## config.mk

```make
export PLATFORM = sky130hd
export DESIGN_NAME = mem_port_arbiter
export DESIGN_NICKNAME = d
export VERILOG_FILES = /design/src/rtl/mem_arb_pkg.sv /design/src/rtl/arb_pick.sv /design/src/rtl/mem_port_arbiter.sv
export SDC_FILE = /design/constraint.sdc
export NUM_CORES = 1
export LEC_CHECK = 0
export CAP_MARGIN = 25
export CORE_MARGIN = 4
export CORE_UTILIZATION = 26
export CTS_CLUSTER_SIZE = 25
export DETAILED_ROUTE_END_ITERATION = 8
export DONT_BUFFER_PORTS = 1
export GPL_ROUTABILITY_DRIVEN = 0
export SYNTH_ARGS = -nofsm -noshare
export SYNTH_HDL_FRONTEND = slang
export SYNTH_SLANG_ARGS = --single-unit
```

## constraint.sdc

```tcl
create_clock -name clk -period 1.55 [get_ports clk]
set_clock_uncertainty 0.15 [all_clocks]
set_input_delay 0.2325 -clock clk [delete_from_list [all_inputs] [get_ports clk]]
set_output_delay 0.2325 -clock clk [all_outputs]
set_load 0.03 [all_outputs]
```

## src/rtl/mem_arb_pkg.sv

```systemverilog
//------------------------------------------------------------------------------
// Module   : mem_arb_pkg
// Brief    : Shared types and constants for the fetch/data memory port arbiter.
// Revision : 1.0 - initial release
//------------------------------------------------------------------------------
`default_nettype none

package mem_arb_pkg;

  typedef enum logic [1:0] {
    IDLE   = 2'd0,
    BUSY_I = 2'd1,
    BUSY_D = 2'd2,
    RESP   = 2'd3
  } state_t;

  // Port ids double as bit positions in the {data, fetch} request vectors.
  localparam logic PORT_I = 1'b0;
  localparam logic PORT_D = 1'b1;

  localparam int DEF_AW = 32;
  localparam int DEF_DW = 32;

endpackage

`default_nettype wire

```

## src/rtl/arb_pick.sv

```systemverilog
//------------------------------------------------------------------------------
// Module   : arb_pick
// Brief    : Combinational 2-way grant selector; round-robin under MEM_ARB_RR_EN,
//            fixed data-over-fetch priority otherwise.
// Revision : 1.0 - initial release
//------------------------------------------------------------------------------
`default_nettype none

module arb_pick
  import mem_arb_pkg::*;
(
  input  logic [1:0] i_req,
  input  logic [1:0] i_excl,
`ifdef MEM_ARB_RR_EN
  input  logic       i_last,
`endif
  output logic       o_gnt,
  output logic       o_valid
);

  logic [1:0] w_live;

  assign w_live  = i_req & ~i_excl;
  assign o_valid = |w_live;

`ifdef MEM_ARB_RR_EN
  always_comb begin
    if (&w_live) begin
      o_gnt = ~i_last;
    end else begin
      o_gnt = w_live[PORT_D];
    end
  end
`else
  assign o_gnt = w_live[PORT_D];
`endif

endmodule

`default_nettype wire

```

## src/rtl/mem_port_arbiter.sv

```systemverilog
//------------------------------------------------------------------------------
// Module   : mem_port_arbiter
// Brief    : Shares one mack-handshaked memory between fetch and data ports.
//            MEM_ARB_RR_EN selects round-robin arbitration on contention.
// Revision : 1.0 - initial release
//------------------------------------------------------------------------------
`default_nettype none

module mem_port_arbiter
  import mem_arb_pkg::*;
#(
  parameter int AW = DEF_AW,
  parameter int DW = DEF_DW
) (
  input  logic          clk,
  input  logic          reset,
  input  logic          ireq,
  input  logic [AW-1:0] iaddr,
  output logic [DW-1:0] irdata,
  output logic          iready,
  input  logic          dreq,
  input  logic          dwe,
  input  logic [AW-1:0] daddr,
  input  logic [DW-1:0] dwdata,
  output logic [DW-1:0] drdata,
  output logic          dready,
  output logic          mreq,
  output logic          mwe,
  output logic [AW-1:0] maddr,
  output logic [DW-1:0] mwdata,
  input  logic          mack,
  input  logic [DW-1:0] mrdata,
  output logic          busy
);

  state_t r_state;
  logic   w_gnt;
  logic   w_valid;
`ifdef MEM_ARB_RR_EN
  logic   r_last;
`endif

  // The port pulsing ready this cycle sits out arbitration.
  arb_pick u_pick (
    .i_req   ({dreq, ireq}),
    .i_excl  ({dready, iready}),
`ifdef MEM_ARB_RR_EN
    .i_last  (r_last),
`endif
    .o_gnt   (w_gnt),
    .o_valid (w_valid)
  );

  assign busy = (r_state != IDLE);

  always_ff @(posedge clk) begin
    if (reset) begin
      r_state <= IDLE;
      mreq    <= 1'b0;
      mwe     <= 1'b0;
      maddr   <= '0;
      mwdata  <= '0;
      irdata  <= '0;
      drdata  <= '0;
      iready  <= 1'b0;
      dready  <= 1'b0;
`ifdef MEM_ARB_RR_EN
      r_last  <= PORT_I;
`endif
    end else begin
      iready <= 1'b0;
      dready <= 1'b0;
      case (r_state)
        IDLE, RESP: begin
          if (w_valid) begin
            mreq <= 1'b1;
`ifdef MEM_ARB_RR_EN
            r_last <= w_gnt;
`endif
            if (w_gnt == PORT_D) begin
              mwe     <= dwe;
              maddr   <= daddr;
              mwdata  <= dwdata;
              r_state <= BUSY_D;
            end else begin
              mwe     <= 1'b0;
              maddr   <= iaddr;
              mwdata  <= '0;
              r_state <= BUSY_I;
            end
          end else begin
            r_state <= IDLE;
          end
        end
        BUSY_I: begin
          if (mack) begin
            irdata  <= mrdata;
            iready  <= 1'b1;
            mreq    <= 1'b0;
            r_state <= RESP;
          end
        end
        BUSY_D: begin
          if (mack) begin
            // Stores leave the load-data register untouched.
            if (!mwe) begin
              drdata <= mrdata;
            end
            dready  <= 1'b1;
            mreq    <= 1'b0;
            mwe     <= 1'b0;
            r_state <= RESP;
          end
        end
        default: r_state <= IDLE;
      endcase
    end
  end

endmodule

`default_nettype wire

```

; Word level (Yosys, flattened, before mapping)
; Index checks and enable logic that the tools add are counted.
[word_totals]
reg_bits = 134
latchBits = 0
mem_bits_rw = 0
mem_bits_ro = 0
input_bits = 134
output_inout_bits = 133
wordCells = 46
n_memories = 0
[classes]
n_addsub = 0
multipliers = 0
div_mod_pow = 0
magnitude_cmp = 0
eq_ne = 6
shifts = 0
mux = 13
n_bitwise = 5
reduce_logical = 13
[op_table]
columns = cell, n
row1 = two-way mux 32 bit, 2
row2 = OR reduction 2 bit, 5
row3 = two-way mux 2 bit, 3
row4 = AND reduction 2 bit, 3
row5 = AND reduction 3 bit, 2
row6 = two-way mux 1 bit, 5
row7 = "== test 2 bit, second input constant", 2
row8 = "!= test 2 x 1 -> 1 bit, second input constant", 2
row9 = one-hot mux 1 bit (2 select lines), 2
row10 = one-hot mux 2 bit (2 select lines), 1
row11 = nonzero test 2 bit, 2
row12 = NOT 1 bit, 3
row13 = AND 2 bit, 1
row14 = "== test 2 x 1 -> 1 bit, second input constant", 1
row15 = logical NOT 2 bit, 1
row16 = "!= test 2 bit, second input constant", 1
row17 = NOT 2 bit, 1

; Depth between registers and ports, before layout
; Gate-level depths: netlist (run 1).
[logic_depth]
depth_word = 5
depth_mapped = 7
ltp_nobuf = 5

; Cells and area by module
; From an unflattened synthesis (run 1), not the netlist that was laid out.
[unflattened]
hier_cells = 605
area_unflattened_um2 = 5406.4
[modules_own_cells]
columns = module, n_inst, cells_each, area_per_inst_um2, seq_area_each_um2
row1 = mem_port_arbiter, 1, 602, 5381.4, 2682.6
row2 = arb_pick, 1, 3, 25.0, 0.0

; Worst setup path before layout (run 1)
; No wires, ideal clock.
[synth_timing]
path_kind = flip-flop to flip-flop
start = reg r_state[0]
end = reg maddr[10]
setup_time_ns = 0.127
arrival_ns = 1.361
required_ns = 1.273
path_slack_ns = -0.089
stages_incl_launch_ff = 7
path_buffers = 2
period_less_slack_ns = 1.639
path_cell_list = dfxtp_1 > inv_1 > ha_1 > buf_6 > o21ba_4 > buf_6 > o32ai_2
[synth_between]
elab_chain_cells = 3
elab_cells_between_ends = 4
cone_classes = eq/ne: 1 / reduce/logical: 3
[synth_lines]
columns = element, line_no
row1 = from (decl), mem_port_arbiter.sv:36  ; state_t r_state;
row2 = from (signal assigned), mem_port_arbiter.sv:58  ; r_state <= IDLE;
row3 = from (signal assigned), mem_port_arbiter.sv:84  ; r_state <= BUSY_D;
row4 = from (signal assigned), mem_port_arbiter.sv:89  ; r_state <= BUSY_I;
row5 = == test 2 bit / logical NOT 2 bit (equally long branches), mem_port_arbiter.sv:73  ; case (r_state)
row6 = OR reduction 2 bit *, mem_port_arbiter.sv:73
row7 = AND reduction 2 bit (no source line) *, n/a
row8 = to (signal assigned), mem_port_arbiter.sv:82  ; maddr <= daddr;
row9 = to (signal assigned), mem_port_arbiter.sv:87  ; maddr <= iaddr;
row10 = to (decl), mem_port_arbiter.sv:29  ; output logic [AW-1:0] maddr,
; Mark *: on every way between the ends. The rest lies on a longest branch, timed or not.
; A chain may end at the register's enable or synchronous reset.

; Worst setup path after layout (run 1)
[layout_timing]
start = reg r_state[1]
end = reg maddr[31]
; Same word-level chain as after synthesis.

==> metrics.md, run 1 <==
| Metric | Value |
|---|---|
| Antenna violations before repair | 0 |
| Switching share of power | approximately 36% |
| EDFF count, synth | 0 |
| Gr ovfl total | 0 |
| Routed len/inst | between 15 and 20 um |
| R2R depth | 7 |
| Simple-Gate Fraction of Synth Area | 11.3% |
| DRC viols | 0 |
| Predominant post-synthesis flop cell | dfxtp_1 |
| Vias in the first global route | 4132 |
| Adder-Cell Fraction of Synth Area | 0.704% |
| Area delta synth->final | 35.8% |
| Worst flop-to-flop path endpoint | maddr[31]$_SDFFE_PP0P_ |
| Mapped cell area | about 5300 sq um |
| Design Area, Final | 7240 sq um |
| Worst-case hold path end point | drdata[5]$_SDFFE_PP0P_ |
| IO buf count | 0 |
| Syn_area_per_cell | 9.97 sq um |
| Max frequency | around 0.64 GHz |
| Synth warnings | 0 |
| All-layer global routing usage | between 10% and 20% |
| Final Hold Viols | 100 |
| Reg2Reg Setup Slack | -0.01 ns |
| Top-count cell post-synth | dfxtp_1 |
| Worst-Margin Slew | 0.394 ns |
| P_leak | around 2.7 nW |
| CP Capture Type | flop |
| Seq pwr share | 38.9% |
| Final cell count without fillers | between 800 and 900 |
| Clock buffer depth | 2 |
| Die area | 22900 sq um |
| Final WL | 16700 um |
| Largest net degree at the start of global routing | 105 |
| Biggest cell delay along the critical path | roughly 0.33 ns |
| Ys async rst share | 0% |
| PnR worst setup slack | -0.0105 ns |
| Cells after Synth | 535 |
| Crit-path cells | inv_2 > ha_4 > nor2_1 > o21ai_4 > buf_12 > clkbuf_16 > o32ai_1 |
| Mux cell area share after synthesis | 6.00% |
| Antenna fix cells | 0 |
| Synth cell count leaders | dfxtp_1, nand2_1, a21oi_1 |
| RSZ-0062 raised after global routing | yes |
| Row Count | 52 |
| Power Density | 1750 nW/um^2 |
| Combinational Power Share | 29.4% |
| Pre-Repair DR Iteration Count | 4 |
| Die Y | between 150 and 200 um |
| Startpoint Class | flop |
| Final #Nets | roughly 750 |
| Starting DRC count in detailed routing | ~160 |
| Synth unique cells | 28 |
| Worst Path Buf+Inv | 3 |
| Core region area | 20200 sq um |
| Clock Sinks | 134 |
| Total number of vias | 4229 |
| Period minus WS final | approximately 1.6 ns |
| CTS root buffer | clkbuf_16 |
| Vias per cell | between 4 and 5 |
| Status | finished, violations left |
| CTS Buf Count | 17 |
| Finished Core Util | 35.8% |
| Post-placement cell area | 5960 sq um |
| Share of post-route cells with drive strength above 1 | between 20% and 30% |
| Fin. max-slew vios | 0 |
| Hold_sp | mrdata[5] |
| Number of H-tree levels | 4 |
| R2R Path Start | r_state[1]$_SDFFE_PP0P_ |
| Setup violations, final | 2 |
| Required @ worst endpoint | 1.72 ns |
| Post-synth top area cell | dfxtp_1 |
| Critical path arrival | 1.73 ns |
| Tcrit/Tclk final | 101% |
| Post-synthesis xor/xnor area fraction | 0% |
| Skew-Pair Late Insertion Delay | 0.40 ns |
| Max Fanout on Critical Path | 9 |
| Failing checks | negative hold slack, negative setup slack |
| First-pass GRT wire length | 22300 um |
| FF+latch count, synth | around 130 |
| Pwr Total | between 10 and 15 mW |
| CTS tree | built |
| Origin of the worst setup path | r_state[1]$_SDFFE_PP0P_ |
| Initial Utilization | a little over a quarter |
| IO Pins | about 270 |
| Worst path slowest cell | dfxtp_2 |
| Synth Area in Compound Gates | 23.1% |
| Sequential area share after synthesis | 50.3% |
| Reg clk slew, reported paths | around 0.06 ns |
| Hold crit path type | in2reg |
| Internal power | 8.12 mW |
| Antenna-violating nets left | 0 |
| Placed cell count | 818 |
| Max Cap Viol | 0 |
| Clock Power Share | a little under a third |
| Hold Crit Depth | 2 |
| Synth top area share | 50.3% |
| Mapped Nets | 672 |
| Die Wd | 151 um |
| Peak VDD IR | slightly above 0.0008 V |
| Hpwl dp | just under 10000 um |
| Delay-heaviest family, CP | buffers and inverters |
| Net switching power | 4.53 mW |
| Final Hold Slack | -0.203 ns |
| Slew HR | ~74% |
| Synth area leaders | dfxtp_1, nand2_1, o32ai_2, a21oi_1, a32o_1 |
| Largest family of logic cells by synthesized area | compound AO/OA/AOI/OAI gates |
| WS Path Type | reg2reg |
[routing by layer]
| layer | global-route usage, % | wire, um | vias to the layer above |
|---|---|---|---|
| met5 | 0 | 0 | - |
| met4 | 4.35 | 255 | 0 |
| met3 | 5.95 | 1750 | 14 |
| met2 | 22.9 | 8410 | 192 |
| met1 | 13.1 | 6250 | 1998 |
| li1 | - | - | 2025 |
[through the flow]
step                      worst slack, ns  TNS, ns
after global placement             -0.194    -6.97
after detailed placement           -0.209    -8.02
after CTS                         -0.0393   -0.871
final                             -0.0105  -0.0106
after floorplan                   0.00379        0
after global routing              -0.0919    -4.85
[timing repair]
item                                    4_1_cts  5_1_grt
gates cloned                                  2        8
resized for setup                            15       24
endpoints found under the setup margin       98       92
setup buffers                                 4        2
endpoints found under the hold margin       133      101
pin swaps                                     4       14
hold buffers                                 32        1
[worst reg2reg max path, cell delays in order, from the launching register on]
cell	delay (ns)
dfxtp_2	0.33
inv_2	0.05
ha_4	0.26
nor2_1	0.19
o21ai_4	0.09
buf_12	0.14
clkbuf_16	0.17
o32ai_1	0.10
[sequential cells by signal, summed over array words and instances (netlist names)]
| register | count |
|---|---|
| irdata | 32 |
| iready | 1 |
| r_state | 2 |
| drdata | 32 |
| mwe | 1 |
| mwdata | 32 |
| mreq | 1 |
| dready | 1 |
| maddr | 32 |
[power groups by stage]
stage,Combinational [mW],Clock [mW],Sequential (mW)
floorplan,1.89,0,5.35
global placement,3.11,0,4.98
detailed placement,3.13,0,4.99
CTS,3.47,4.16,4.93
global route,3.99,4.32,5.00
finish,3.71,4.01,4.92
[cells in the final DEF (no fill, tap or decap), types with 2 or more instances in the layout]
master	instances
o32ai_1	2
nand2_1	124
a211oi_1	2
and2_1	2
bufinv_16	2
clkbuf_8	2
inv_1	32
buf_6	4
o32ai_2	31
a21oi_1	63
dlygate4sd3_1	33
buf_12	12
nand2_4	4
clkbuf_16	24
buf_8	2
nand2_2	3
ha_4	3
clkinv_2	2
nor2_1	5
clkbuf_1	2
dfxtp_2	3
inv_2	3
a32o_1	32
a21oi_2	3
dfxtp_1	131
mux2i_1	32
o21ba_4	2
buf_4	46
clkinvlp_4	6
[how the worst max path moves through the flow]
stage                     cells past startpoint  slack (ns)                 endpoint
after floorplan                               6       0.004   maddr[10]$_SDFFE_PP0P_
after global placement                        4       -0.19    maddr[0]$_SDFFE_PP0P_
after detailed placement                      4       -0.21   maddr[23]$_SDFFE_PP0P_
after CTS                                     7       -0.04  mwdata[20]$_SDFFE_PP0P_
after global routing                          7       -0.09   drdata[4]$_SDFFE_PP0P_
final                                         7       -0.01   maddr[31]$_SDFFE_PP0P_
[logic make-up after synthesis]
| logic type | count (synthesis) |
|---|---|
| buffers and inverters | 81 |
| AO/OA/AOI/OAI | 137 |
| multiplexers | 32 |
| flip-flops | 134 |
| AND/OR/NAND/NOR | 148 |
| adder cells (fa/ha/maj) | 3 |
[layout make-up]
class	instances	area, sq um
Clock buffer	21	460
Clock inverter	11	125
Fill cell	2030	13000
Inverter	36	139
Multi-Input combinational cell	321	2330
Sequential cell	134	2690
Tap cell	270	338
Timing Repair Buffer	104	1170
Note: power is estimated with default switching activity, not from simulation.
==> inputs of run 2 (changes only) <==
==> constraint.sdc (replaced) <==
create_clock -name clk -period 1.37 [get_ports clk]
set_clock_uncertainty 0.15 [all_clocks]
set_input_delay 0.2055 -clock clk [delete_from_list [all_inputs] [get_ports clk]]
set_output_delay 0.2055 -clock clk [all_outputs]
set_load 0.03 [all_outputs]
==> metrics.md, run 2 (synthesized netlist as in run 1, its figures left out) <==
| Metric | Value |
|---|---|
| Clock buffer depth | 2 (unchanged) |
| Routed len/inst | 17.9 um (-3.5%) |
| IO Pins | 267 (unchanged) |
| All-layer global routing usage | 13.1% (+0.33 points) |
| Most frequent cells in the layout | dfxtp_1, nand2_1, buf_4, a21oi_1, dlygate4sd3_1 |
| Die Y | 151 um (unchanged) |
| Number of H-tree levels | 4 (unchanged) |
| Clock Sinks | 134 (unchanged) |
| Final Hold Viols | 100 (unchanged) |
| CTS tree | built |
| Max Fanout on Critical Path | 12 (+3) |
| Starting DRC count in detailed routing | 143 (-8.3%) |
| Largest net degree at the start of global routing | 105 (unchanged) |
| Gr ovfl total | 0 (unchanged) |
| Failing checks | negative hold slack, negative setup slack |
| Period minus WS final | 1.54 ns (-0.0169 ns) |
| Dpl ws | -0.179 ns (+0.0302 ns) |
| Initial Utilization | 26.4% (unchanged) |
| CTS root buffer | clkbuf_16 |
| Pre-Repair DR Iteration Count | 5 (+1) |
| Skew-Pair Late Insertion Delay | 0.41 ns (about the same) |
| Hpwl dp | 10000 um (+1.3%) |
| Setup violations, final | 130 (+128) |
| CTS Buf Count | 17 (unchanged) |
| Worst-Margin Slew | 0.571 ns (+0.177 ns) |
| Startpoint Class | flop |
| Critical path arrival | 1.73 ns (about the same) |
| Peak VDD IR | 0.000806 V (-1.4%) |
| Area delta synth->final | 42.9% |
| First-pass GRT wire length | 22900 um (+2.6%) |
| Power Density | 1940 nW/um^2 (+11%) |
| Antenna-violating nets left | 0 (unchanged) |
| Hold crit path type | in2reg |
| Reg2Reg Setup Slack | -0.17 ns (-0.16 ns) |
| Hold buffers post-CTS | 51 (+59%) |
| Total number of vias | 4374 (+3.4%) |
| IO buf count | 0 (unchanged) |
| P_leak | 2.89 nW (+6.0%) |
| DRC viols | 0 (unchanged) |
| Core region area | 20200 sq um (unchanged) |
| Final #Nets | 782 (+4.1%) |
| Status | finished, violations left |
| Slew HR | 61.9% (-12 points) |
| PnR worst setup slack | -0.174 ns (-0.163 ns) |
| Fin. max-slew vios | 0 (unchanged) |
| Max Cap Viol | 0 (unchanged) |
| Max frequency | 0.648 GHz (+1.1%) |
| RSZ-0062 raised after global routing | yes |
| Final Hold Slack | -0.260 ns (-0.0564 ns) |
| Die area | 22900 sq um (unchanged) |
| Required @ worst endpoint | 1.55 ns (-0.17 ns) |
| Final WL | 16700 um (about the same) |
| Vias per cell | 4.71 (-0.13%) |
| Die Wd | 151 um (unchanged) |
| Row Count | 52 (unchanged) |
| WS Path Type | reg2reg |
| Share of post-route cells with drive strength above 1 | 30.1% (+3.9 points) |
| Pwr Total | 14.8 mW (+17%) |
| Tcrit/Tclk final | 113% (+12 points) |
| CP Capture Type | flop |
| Antenna violations before repair | 1 (+1) |
| Reg clk slew, reported paths | 0.06 ns (about the same) |
| Vias in the first global route | 4233 (+2.4%) |
| Most common cell after layout, fill and taps aside | dfxtp_1 |
run 2: changes by cell type in the layout (fill, tap and decap cells not counted), sizes merged:
cell / previous run / this run
buf: 64 / 79
bufbuf: 0 / 1
bufinv: 2 / 3
clkbuf: 28 / 24
clkinv: 3 / 7
clkinvlp: 6 / 1
diode: 0 / 1
dlygate4sd3: 33 / 51
inv: 36 / 38
o21ba: 2 / 1
run 2: power by group:
part	internal, mW	total [mW]	switching [mW]
clock	2.99	4.80	1.82
sequential	4.52	5.49	0.970
combinational	2.05	4.47	2.42
run 2: metal layers:
metal	vias up	share of wire, %	GRT usage [%]
li1	2084	-	-
met1	2092	38	14.0
met2	188	51	23.2
met3	10	9.9	5.83
met4	0	1.0	3.99
met5	-	0	0
run 2: worst paths after layout:
path,startpoint,end,depth (start not counted)
min reg2reg,drdata[10]$_SDFFE_PP0P_,drdata[10]$_SDFFE_PP0P_,2
max reg2reg,r_state[0]$_SDFFE_PP0P_,irdata[22]$_SDFFE_PP0P_,6
max,r_state[0]$_SDFFE_PP0P_,irdata[22]$_SDFFE_PP0P_,6
min,reset,r_state[1]$_SDFFE_PP0P_,1
run 2: through the flow:
step                cell area [sq um]  utilization, %  std cells  setup TNS, ns
detailed placement               6060            30.0        835         -11.53
finish                           7630            37.7        929         -14.10
floorplan                        5370               -        535          -7.05
CTS                              7360            36.4        922         -13.90
global placement                 6060            30.0        835          -9.26
global route                     7630            37.7        929         -22.87
run 2: critical path: stages, from the launching register on:
cell and delay, ns:
dfxtp_2 0.33, buf_4 0.11, ha_2 0.21, and2_4 0.19, bufbuf_16 0.28, nand2_1 0.06, a21oi_1 0.13
run 2: what timing repair did:
item	in CTS	in global routing
hold endpoints to repair	134	100
gates cloned	3	5
resized for setup	20	32
setup endpoints to repair	132	135
buffers inserted	1	1
pin swaps	5	4
run 2: area by class of cell:
| class | instances | area (sq um) |
|---|---|---|
| flip-flops and latches | 134 | 2690 |
| clock buffers | 19 | 453 |
| well taps | 270 | 338 |
| diodes | 1 | 2.50 |
| multi-input cells | 320 | 2370 |
| repair buffers | 136 | 1460 |
| inverters | 36 | 139 |
| fillers | 1998 | 12600 |
| clock inverters | 13 | 170 |
==> inputs of run 3 (changes only) <==
--- a/config.mk
+++ b/config.mk
@@ -8,6 +8,7 @@
 export CAP_MARGIN = 25
 export CORE_MARGIN = 4
 export CORE_UTILIZATION = 26
+export CTS_BUF_LIST = sky130_fd_sc_hd__clkbuf_4 sky130_fd_sc_hd__clkbuf_8 sky130_fd_sc_hd__clkbuf_16
 export CTS_CLUSTER_SIZE = 25
 export DETAILED_ROUTE_END_ITERATION = 8
 export DONT_BUFFER_PORTS = 1
==> constraint.sdc (replaced) <==
create_clock -name clk -period 1.73 [get_ports clk]
set_clock_uncertainty 0.15 [all_clocks]
set_input_delay 0.2595 -clock clk [delete_from_list [all_inputs] [get_ports clk]]
set_output_delay 0.2595 -clock clk [all_outputs]
set_load 0.03 [all_outputs]
==> metrics.md, run 3 (synthesized netlist as in run 1, its figures left out) <==
| Metric | Value |
|---|---|
| Die area | 22900 sq um (unchanged) |
| R2R Path Start | r_state[0]$_SDFFE_PP0P_ |
| Clock Sinks | 134 (unchanged) |
| Fin. max-slew vios | 0 (unchanged) |
| Starting DRC count in detailed routing | 160 (+12%) |
| Worst flop-to-flop path endpoint | mwdata[12]$_SDFFE_PP0P_ |
| Gr ovfl total | 0 (unchanged) |
| CTS root buffer | clkbuf_16 |
| Power Density | 1570 nW/um^2 (-19%) |
| Vias per cell | 4.71 (about the same) |
| Setup violations, final | 0 (-100%) |
| Reg2Reg Setup Slack | 0.13 ns (+0.30 ns) |
| Biggest cell delay along the critical path | 0.31 ns (-0.02 ns) |
| Design Area, Final | 6900 sq um (-9.5%) |
| Worst setup path end | busy |
| Most common cell after layout, fill and taps aside | dfxtp_1 |
| CTS Buf Count | 17 (unchanged) |
| Critical Path Stages | 3 (-3) |
| Critical path arrival | 1.20 ns (-0.53 ns) |
| All-layer global routing usage | 12.2% (-0.90 points) |
| Max Cap Viol | 0 (unchanged) |
| Die Y | 151 um (unchanged) |
| Final #Nets | 730 (-6.6%) |
| Origin of the worst setup path | r_state[0]$_SDFFE_PP0P_ |
| FILL cells | 2037 (+2.0%) |
| Hpwl dp | 9720 um (-3.0%) |
| Worst-Margin Slew | 0.568 ns (-0.00300 ns) |
| Status | finished, violations left |
| Hold crit path type | in2reg |
| Delay-heaviest family, CP | flip-flops |
| Worst Path Buf+Inv | 2 (unchanged) |
| Area delta synth->final | 29.4% |
| Antenna violations before repair | 1 (unchanged) |
| Worst path slowest cell | dfxtp_1 |
| Share of post-route cells with drive strength above 1 | 15.3% (-15 points) |
| Row Count | 52 (unchanged) |
| Startpoint Class | flop |
| Failing checks | negative hold slack |
| Pre-Repair DR Iteration Count | 4 (-1) |
| Vias in the first global route | 3818 (-9.8%) |
| Max frequency | 0.623 GHz |
| Die Wd | 151 um (unchanged) |
| WS Path Type | reg2out |
| Core region area | 20200 sq um (unchanged) |
| Max Fanout on Critical Path | 2 (-10) |
| Largest net degree at the start of global routing | 105 (unchanged) |
| Antenna-violating nets left | 0 (unchanged) |
| First-pass GRT wire length | 21300 um (-7.0%) |
| RSZ-0062 raised after global routing | no |
| Required @ worst endpoint | 1.32 ns (-0.23 ns) |
| Routed len/inst | 17.5 um (-2.6%) |
| Final WL | 15300 um (-8.0%) |
| Slew HR | 62.1% (+0.20 points) |
| Reg clk slew, reported paths | 0.06 ns (about the same) |
| Tcrit/Tclk final | 92.8% |
| Most frequent cells in the layout | dfxtp_1, nand2_1, a21oi_1, dlygate4sd3_1, inv_1 |
| Pwr Total | 10.9 mW (-26%) |
| Hold_sp | reset |
| Peak VDD IR | 0.000636 V (-21%) |
| Post-placement cell area | 5590 sq um (-7.7%) |
| Finished Core Util | 34.1% (-3.6 points) |
| R2R depth | 4 (-2) |
| IO Pins | 267 (unchanged) |
| Period minus WS final | 1.61 ns |
| Number of H-tree levels | 4 (unchanged) |
| Total number of vias | 4133 (-5.5%) |
| IO buf count | 0 (unchanged) |
| Crit-path cells | inv_1 > ha_4 > clkinvlp_4 |
| Initial Utilization | 26.4% (unchanged) |
| CTS tree | built |
| P_leak | 2.50 nW (-13%) |
| Clock buffer depth | 2 (unchanged) |
| Placed cell count | 778 (-6.8%) |
| Final Hold Slack | -0.186 ns (+0.0736 ns) |
| CP Capture Type | output port |
| Skew-Pair Late Insertion Delay | 0.41 ns (about the same) |
| Final Hold Viols | 100 (unchanged) |
| Final cell count without fillers | 877 (-5.6%) |
| DRC viols | 0 (unchanged) |
[run 3: layer usage]
| metal | part of all wire, % | track usage, % |
|---|---|---|
| met5 | 0 | 0 |
| met1 | 36 | 12.5 |
| met4 | 1.6 | 4.53 |
| met2 | 51 | 21.0 |
| met3 | 11 | 6.61 |
[run 3: final cells by class]
cell class              count  area, sq um  share of cell area (%)
repair buffers             83          883                    12.8
flip-flops and latches    134         2680                    38.9
inverters                  36          139                    2.01
diodes                      1         2.50                  0.0362
well taps                 270          338                    4.89
multi-input cells         321         2230                    32.4
clock inverters            12          176                    2.56
clock buffers              20          448                    6.49
[run 3: where the power goes]
| group | switching, mW | total (mW) | internal [mW] |
|---|---|---|---|
| Clock | 1.36 | 3.82 | 2.46 |
| Sequential | 1.26 | 4.83 | 3.58 |
| Combinational | 1.23 | 2.22 | 0.990 |
[run 3: worst min path at each step]
stage,end,slack (ns),cells past startpoint
CTS,drdata[25]$_SDFFE_PP0P_,-0.23,1
detailed placement,drdata[25]$_SDFFE_PP0P_,0.21,1
global placement,drdata[25]$_SDFFE_PP0P_,0.21,1
global route,maddr[8]$_SDFFE_PP0P_,-0.22,1
floorplan,mwdata[0]$_SDFFE_PP0P_,0.24,1
finish,maddr[4]$_SDFFE_PP0P_,-0.19,1
[run 3: repair_timing]
item	4_1_cts	5_1_grt
gates resized for setup	2	2
endpoints found under the setup margin	48	35
hold endpoints to repair	133	100
setup buffers	1	0
cloned	0	1
hold buffers	33	31
pin swaps	0	1
[run 3: stage by stage]
step                      TNS [ns]  setup slack (ns)
final                            0             0.124
after global routing             0            0.0379
after CTS                        0            0.0115
after detailed placement     -1.59           -0.0605
after global placement       -1.62           -0.0518
after floorplan                  0            0.0914
